===== config.mk =====
export PLATFORM = sky130hd
export DESIGN_NAME = ahb_slave_arbiter
export DESIGN_NICKNAME = d
export VERILOG_FILES = /design/src/rtl/ahb_slave_arbiter_pkg.sv /design/src/rtl/ahb_slave_arbiter_rr_picker.sv /design/src/rtl/ahb_slave_arbiter.sv
export SDC_FILE = /design/constraint.sdc
export NUM_CORES = 1
export LEC_CHECK = 0
export ABC_AREA = 1
export ABC_CLOCK_PERIOD_IN_PS = 2600
export BUFFER_PORTS_ARGS = -buffer_cell sky130_fd_sc_hd__buf_2
export CORE_MARGIN = 2
export CORE_UTILIZATION = 45
export DETAILED_ROUTE_END_ITERATION = 10
export GPL_TIMING_DRIVEN = 0
export PLACE_DENSITY_LB_ADDON = 0.05
export SYNTH_ARGS = -nofsm -noshare
export SYNTH_HDL_FRONTEND = slang
export SYNTH_HIERARCHICAL = 1
export SYNTH_SLANG_ARGS = --single-unit
export TNS_END_PERCENT = 30

===== constraint.sdc =====
create_clock -name hclk -period 2.6 [get_ports hclk]
set_input_delay 0.52 -clock hclk [delete_from_list [all_inputs] [get_ports hclk]]
set_output_delay 0.52 -clock hclk [all_outputs]
set_load 0.02 [all_outputs]

===== src/rtl/ahb_slave_arbiter_pkg.sv =====
// Shared AHB encodings, arbiter state type and burst-length helper for the
// per-slave arbiter.
package ahb_slave_arbiter_pkg;

  // HTRANS encodings
  localparam logic [1:0] HTRANS_IDLE   = 2'b00;
  localparam logic [1:0] HTRANS_BUSY   = 2'b01;
  localparam logic [1:0] HTRANS_NONSEQ = 2'b10;
  localparam logic [1:0] HTRANS_SEQ    = 2'b11;

  // HBURST encodings
  localparam logic [2:0] HBURST_SINGLE = 3'b000;
  localparam logic [2:0] HBURST_INCR   = 3'b001;
  localparam logic [2:0] HBURST_WRAP4  = 3'b010;
  localparam logic [2:0] HBURST_INCR4  = 3'b011;
  localparam logic [2:0] HBURST_WRAP8  = 3'b100;
  localparam logic [2:0] HBURST_INCR8  = 3'b101;
  localparam logic [2:0] HBURST_WRAP16 = 3'b110;
  localparam logic [2:0] HBURST_INCR16 = 3'b111;

  // Ownership tracking state of one slave port
  typedef enum logic [1:0] {
    IDLE  = 2'b00,
    OWN   = 2'b01,
    BURST = 2'b10
  } arb_state_e;

  // Number of beats in a burst; 0 means undefined length (INCR)
  function automatic logic [4:0] burst_beats(input logic [2:0] hb);
    logic [4:0] beats;
    case (hb)
      HBURST_SINGLE:                beats = 5'd1;
      HBURST_INCR:                  beats = 5'd0;
      HBURST_WRAP4,  HBURST_INCR4:  beats = 5'd4;
      HBURST_WRAP8,  HBURST_INCR8:  beats = 5'd8;
      HBURST_WRAP16, HBURST_INCR16: beats = 5'd16;
      default:                      beats = 5'd0;
    endcase
    return beats;
  endfunction

endpackage


===== src/rtl/ahb_slave_arbiter_rr_picker.sv =====
// Combinational round-robin picker: first requester at or above rr_ptr,
// wrapping modulo CHANNEL_NUM. Produces a one-hot grant and its index.
module ahb_rr_picker
  import ahb_slave_arbiter_pkg::*;
#(
  parameter int CHANNEL_NUM = 4,
  parameter int IDX_W       = (CHANNEL_NUM > 1) ? $clog2(CHANNEL_NUM) : 1
) (
  input  logic [CHANNEL_NUM-1:0] req,
  input  logic [IDX_W-1:0]       rr_ptr,
  output logic [CHANNEL_NUM-1:0] gnt,
  output logic [IDX_W-1:0]       idx,
  output logic                   valid
);

  // Scan the request vector starting at rr_ptr and keep the first hit
  always_comb begin : pick
    int               pos_v;
    logic [IDX_W-1:0] cand_v;
    gnt    = '0;
    idx    = '0;
    valid  = 1'b0;
    pos_v  = 0;
    cand_v = '0;
    for (int i = 0; i < CHANNEL_NUM; i++) begin
      pos_v = int'(rr_ptr) + i;
      if (pos_v >= CHANNEL_NUM) begin
        pos_v = pos_v - CHANNEL_NUM;
      end else begin
        pos_v = pos_v;
      end
      cand_v = IDX_W'(pos_v);
      if (!valid && req[cand_v]) begin
        valid       = 1'b1;
        idx         = cand_v;
        gnt[cand_v] = 1'b1;
      end else begin
        valid = valid;
      end
    end
  end

endmodule


===== src/rtl/ahb_slave_arbiter.sv =====
// Per-slave arbiter: owns one slave port on behalf of one master channel,
// follows bursts and locked sequences, and drives the address-phase and
// data-phase one-hot selects for that slave's muxes.
module ahb_slave_arbiter
  import ahb_slave_arbiter_pkg::*;
#(
  parameter int CHANNEL_NUM = 4,
  parameter int IDX_W       = (CHANNEL_NUM > 1) ? $clog2(CHANNEL_NUM) : 1
) (
  input  logic                     hclk,
  input  logic                     hresetn,
  input  logic [CHANNEL_NUM-1:0]   req,
  input  logic [CHANNEL_NUM*2-1:0] htrans,
  input  logic [CHANNEL_NUM*3-1:0] hburst,
  input  logic [CHANNEL_NUM-1:0]   hmastlock,
  input  logic                     hready,
  output logic [CHANNEL_NUM-1:0]   sel_addr,
  output logic [CHANNEL_NUM-1:0]   sel_data,
  output logic [IDX_W-1:0]         hmaster,
  output logic                     owned
);

  arb_state_e             state_q,    state_d;
  logic [CHANNEL_NUM-1:0] sel_addr_q, sel_addr_d;
  logic [CHANNEL_NUM-1:0] sel_data_q, sel_data_d;
  logic [IDX_W-1:0]       hmaster_q,  hmaster_d;
  logic                   owned_q,    owned_d;
  logic [IDX_W-1:0]       rr_ptr_q,   rr_ptr_d;
  logic [3:0]             beat_cnt_q, beat_cnt_d;

  logic [CHANNEL_NUM-1:0] win_gnt_s;
  logic [IDX_W-1:0]       win_idx_s;
  logic                   win_valid_s;
  logic [IDX_W-1:0]       win_next_s;

  logic [1:0]             own_trans_s;
  logic [2:0]             own_burst_s;
  logic                   own_lock_s;
  logic                   own_req_s;
  logic [4:0]             own_beats_s;
  logic                   release_s;

  ahb_rr_picker #(
    .CHANNEL_NUM (CHANNEL_NUM),
    .IDX_W       (IDX_W)
  ) u_picker (
    .req    (req),
    .rr_ptr (rr_ptr_q),
    .gnt    (win_gnt_s),
    .idx    (win_idx_s),
    .valid  (win_valid_s)
  );

  // Pointer value after granting the current winner (wraps at CHANNEL_NUM)
  always_comb begin
    if (win_idx_s == IDX_W'(CHANNEL_NUM - 1)) begin
      win_next_s = '0;
    end else begin
      win_next_s = win_idx_s + IDX_W'(1);
    end
  end

  // Pick out the current owner's transfer attributes from the packed buses
  always_comb begin
    own_trans_s = 2'b00;
    own_burst_s = 3'b000;
    own_lock_s  = 1'b0;
    own_req_s   = 1'b0;
    for (int i = 0; i < CHANNEL_NUM; i++) begin
      if (hmaster_q == IDX_W'(i)) begin
        own_trans_s = htrans[i*2 +: 2];
        own_burst_s = hburst[i*3 +: 3];
        own_lock_s  = hmastlock[i];
        own_req_s   = req[i];
      end else begin
        own_req_s = own_req_s;
      end
    end
    own_beats_s = burst_beats(own_burst_s);
  end

  // Ownership FSM: everything advances only on accepted transfers
  always_comb begin
    state_d    = state_q;
    sel_addr_d = sel_addr_q;
    sel_data_d = sel_data_q;
    hmaster_d  = hmaster_q;
    owned_d    = owned_q;
    rr_ptr_d   = rr_ptr_q;
    beat_cnt_d = beat_cnt_q;
    release_s  = 1'b0;

    if (hready) begin
      sel_data_d = sel_addr_q;
      case (state_q)
        IDLE: begin
          // From IDLE a grant behaves exactly like a release with no owner
          release_s = 1'b1;
        end
        OWN: begin
          if (own_lock_s) begin
            state_d = OWN;
          end else if (!own_req_s || (own_trans_s == HTRANS_IDLE)) begin
            release_s = 1'b1;
          end else if (own_trans_s == HTRANS_NONSEQ) begin
            if (own_beats_s == 5'd1) begin
              release_s = 1'b1;
            end else if (own_beats_s == 5'd0) begin
              state_d = OWN;
            end else begin
              beat_cnt_d = 4'(own_beats_s - 5'd1);
              state_d    = BURST;
            end
          end else begin
            // SEQ/BUSY of an undefined-length burst: hold while requested
            state_d = OWN;
          end
        end
        BURST: begin
          if (own_trans_s == HTRANS_SEQ) begin
            if (beat_cnt_q <= 4'd1) begin
              beat_cnt_d = 4'd0;
              if (own_lock_s) begin
                state_d = OWN;
              end else begin
                release_s = 1'b1;
              end
            end else begin
              beat_cnt_d = beat_cnt_q - 4'd1;
            end
          end else if (own_trans_s == HTRANS_BUSY) begin
            beat_cnt_d = beat_cnt_q;
          end else begin
            // IDLE or NONSEQ before the count runs out ends the burst early
            beat_cnt_d = 4'd0;
            if (own_lock_s) begin
              state_d = OWN;
            end else begin
              release_s = 1'b1;
            end
          end
        end
        default: begin
          state_d    = IDLE;
          sel_addr_d = '0;
          hmaster_d  = '0;
          owned_d    = 1'b0;
          beat_cnt_d = 4'd0;
        end
      endcase

      // Release either hands over back-to-back or parks the port in IDLE
      if (release_s) begin
        beat_cnt_d = 4'd0;
        if (win_valid_s) begin
          state_d    = OWN;
          sel_addr_d = win_gnt_s;
          hmaster_d  = win_idx_s;
          owned_d    = 1'b1;
          rr_ptr_d   = win_next_s;
        end else begin
          state_d    = IDLE;
          sel_addr_d = '0;
          hmaster_d  = '0;
          owned_d    = 1'b0;
        end
      end else begin
        rr_ptr_d = rr_ptr_q;
      end
    end else begin
      sel_data_d = sel_data_q;
    end
  end

  // State and select registers with asynchronous clear
  always_ff @(posedge hclk or negedge hresetn) begin
    if (!hresetn) begin
      state_q    <= IDLE;
      sel_addr_q <= '0;
      sel_data_q <= '0;
      hmaster_q  <= '0;
      owned_q    <= 1'b0;
      rr_ptr_q   <= '0;
      beat_cnt_q <= 4'd0;
    end else begin
      state_q    <= state_d;
      sel_addr_q <= sel_addr_d;
      sel_data_q <= sel_data_d;
      hmaster_q  <= hmaster_d;
      owned_q    <= owned_d;
      rr_ptr_q   <= rr_ptr_d;
      beat_cnt_q <= beat_cnt_d;
    end
  end

  assign sel_addr = sel_addr_q;
  assign sel_data = sel_data_q;
  assign hmaster  = hmaster_q;
  assign owned    = owned_q;

endmodule


==> results.yml <==
critical_path:
  cp-start-kind: "flop"
  reg2reg_depth: 20
  crit_chain: "buf_6 > inv_4 > nor2_4 > nand2_1 > nand4_4 > inv_2 > nand3_2 > inv_1 > ha_1 > inv_1 > nor2_2 > nand2_1 > nand2_1 > nand2_2 > nand2_4 > nand2_4 > nand3_4 > nand3_2 > nand2_1 > nand2_1"
  r2r_end: "beat_cnt_q[1]$_DFFE_PN0P_"
  reg2reg_from: "hmaster[0]$_DFFE_PN0P_"
  cpMostUsedCell: "nand2_1"
  worstPathRequired_ns: 2.75
  path_class: "reg -> reg"
  path_max_fanout: 10
  r2r_setup_slack_ns: 0.23
  end_kind: "flop"
  arrival_ns: 2.53
  cp_slowest_cell: "dfrtp_1"
  max_stage_delay_ns: 0.41
sta:
  worst_pin_slew_ns: 0.462
  max_freq_ghz: 0.421
  max-slew-margin-rel_pct: 69.2
  setup_viol: 0
  maxSlewViolCount: 0
  min_period_ns: 2.37
  whs_ns: 0.201
  finalHoldViolations: 0
  final.setup_skew_ns: 0.00618
  finalCritPeriodShare_pct: 91.3
power_and_ir_drop:
  power_leakage_nw: 1.30
  ir_worst_vdd_v: 0.000625
  power_density_nw_per_um2: 1210
  power_w: 0.00284
status:
  status: "complete, no violations"
drt:
  firstDrtPassIters: 4
  final_antenna_net_count: 0
  wl_per_cell_um: 12.0
  met2WireLength_mm: 2.42
  routed_wl_mm: 4.80
  avgViaCountPerCell: 5.14
  wl_met3_um: 173
  dr.first_iter.drc_count: 94
  drc_errors: 0
  vias: 2056
  wl_met1_mm: 2.20
  top_layer: "met4"
floorplan:
  io_pins: 42
  die_w_um: 70.3
  start_util_pct: 46.1
  rows: 24
  die_h_um: 70.3
  die_area_um2: 4950
  coreArea_um2: 4290
clock_network:
  cts_htree_levels: 1
  clk_latency_ns: 0.26
  ctsHoldBuffers: 0
  cts_made_buffers: 3
  clk_pin_slew_worst_paths_ns: 0.08
  cts.sinks: 19
  clockRootBuffer: "clkbuf_8"
  cts_buffer_depth: 2
  cts_tree: "yes"
grt:
  grt.overflow.total: 0
  grt_use_total_pct: 20.1
  antenna_found_initial: 0
  grt_max_degree: 20
  grt_pass1_wl_mm: 8.31
  grt_pass1_vias: 1894
final_layout:
  nFillCells: 458
  diodes: 0
  area_delta_synth_final_pct: 18.7
  layout-drive-gt1-share_pct: 26.4
  instances_no_fill: 400
  nets: 395
place:
  dp.cells: 393
  place_congestion: 0.856
  post-dp-hpwl_mm: 3.62
  io_buffers: 40
synthesis:
  ys_types: 29
  netlist_top_cells_count: "nand2_1, nand3_1, inv_1, dfrtp_1, nor2_1"
  yosysTopAreaCellShare_pct: 24.0
  ys_ff_latch: 19
  syn_inst: 301
  synthTopCellsByArea: "dfrtp_1, nand2_1, ha_1"
  syn_area_um2: 1980
  synth_ff_type: "dfrtp_1"
  yosysMostFrequentCell: "nand2_1"
  synth_top_area_cell: "dfrtp_1"
  syn_area_per_cell_um2: 6.58
  yosysSeqAreaShare_pct: 24.0
  async_flop_share_pct: 100
  synth_edf_count: 0
  ys_warn_count: 6
  syn-num-nets: 347
flow_run:
  maxCapViolCount: 0
min_path:
  hold_class: "in -> async"
stage by stage:
step | setup WS, ns | utilization, % | setup TNS, ns | instance area (um2)
6_report | 0.226 | 54.7 | 0 | 2350
5_1_grt | -0.0271 | 54.7 | -0.0342 | 2350
4_1_cts | 0.00793 | 53.4 | 0 | 2290
3_5_place_dp | 0.0208 | 52.3 | 0 | 2250
3_3_place_gp | 0.0451 | 52.3 | 0 | 2250
2_1_floorplan | 0.269 | - | 0 | 1980
cell families after synthesis:
| logic type | synth area share (%) |
|---|---|
| and+or+nand+nor | 48.9 |
| buffers and inverters | 9.03 |
| AOI/OAI and AO/OA | 8.59 |
| DFF | 24.0 |
| adders and majority gates | 9.48 |
repair_timing:
item | CTS | global route
buffers inserted | 0 | 2
resized for setup | 0 | 12
endpoints found under the setup margin | 0 | 15
worst max-delay path: cells and delay by family, from the launching register on:
family | cells | cell delay (ns)
buffers and inverters | 5 | 0.48
DFF | 1 | 0.41
adders and majority gates | 1 | 0.15
and+or+nand+nor | 14 | 1.22
final cells by class:
cell class                      instances  area, um2  area share, %
Sequential cell                        19        477           20.3
Buffer                                  4       38.8           1.65
Inverter                               38        148           6.28
Multi-Input combinational cell        241       1360           57.8
Clock buffer                            3       41.3           1.76
Clock inverter                          1       7.51          0.319
Tap cell                               52       65.1           2.77
Timing Repair Buffer                   42        215           9.15
layer usage:
layer  vias to the layer above  global-route usage, %
met5                         -                      0
met3                         2                   3.17
met2                        43                   35.6
met1                       940                   26.2
met4                         0                   2.78
li1                       1071                      -
flip-flops by register name (all words and copies together) (netlist names):
| signal | cells |
|---|---|
| beat_cnt_q | 4 |
| sel_addr | 4 |
| sel_data | 4 |
| hmaster | 2 |
| rr_ptr_q | 2 |
| state_q | 2 |
| owned | 1 |
worst max path at each step:
stage / start / to / slack (ns) / depth (start not counted)
finish: hmaster[0]$_DFFE_PN0P_ / beat_cnt_q[1]$_DFFE_PN0P_ / 0.23 / 20
global route: hmaster[0]$_DFFE_PN0P_ / rr_ptr_q[0]$_DFFE_PN0P_ / -0.03 / 20
CTS: hmaster[1]$_DFFE_PN0P_ / rr_ptr_q[0]$_DFFE_PN0P_ / 0.008 / 20
detailed placement: hmaster[1]$_DFFE_PN0P_ / rr_ptr_q[0]$_DFFE_PN0P_ / 0.02 / 20
global placement: hmaster[1]$_DFFE_PN0P_ / rr_ptr_q[0]$_DFFE_PN0P_ / 0.05 / 20
floorplan: hmaster[1]$_DFFE_PN0P_ / rr_ptr_q[0]$_DFFE_PN0P_ / 0.27 / 20
report_power, final:
part	internal (W)	total [W]	leakage, nW	switching (W)
sequential	0.000408	0.000529	0.247	0.000121
combinational	0.000737	0.00209	1.03	0.00136
clock	0.000108	0.000215	0.0217	0.000107
total	0.00125	0.00284	1.30	0.00158
cell usage in the layout, fill, tap and decap left out:
master,Yosys,final
nand2_1,108,107
buf_2,1,41
nand3_1,35,34
inv_1,32,30
dfrtp_1,19,18
nor2_1,17,15
ha_1,15,15
nand4_1,11,11
a21oi_1,11,11
nand2_2,9,10
inv_2,5,6
nor2_2,3,5
nand3_2,4,5
nor2_4,3,4
o21ai_0,4,4
a21boi_0,4,4
buf_6,2,3
nand2_4,3,3
nand3_4,3,3
clkbuf_8,0,3
inv_4,0,2
o21ai_1,2,2
o211ai_1,2,2
buf_4,1,2
nand4_4,0,1
nand3b_1,1,1
a21boi_1,1,1
o21ai_2,1,1
a21oi_4,1,1
o21bai_1,1,1
clkinvlp_4,0,1
dfrtp_2,0,1
Note: power is estimated with default switching activity, not from simulation.
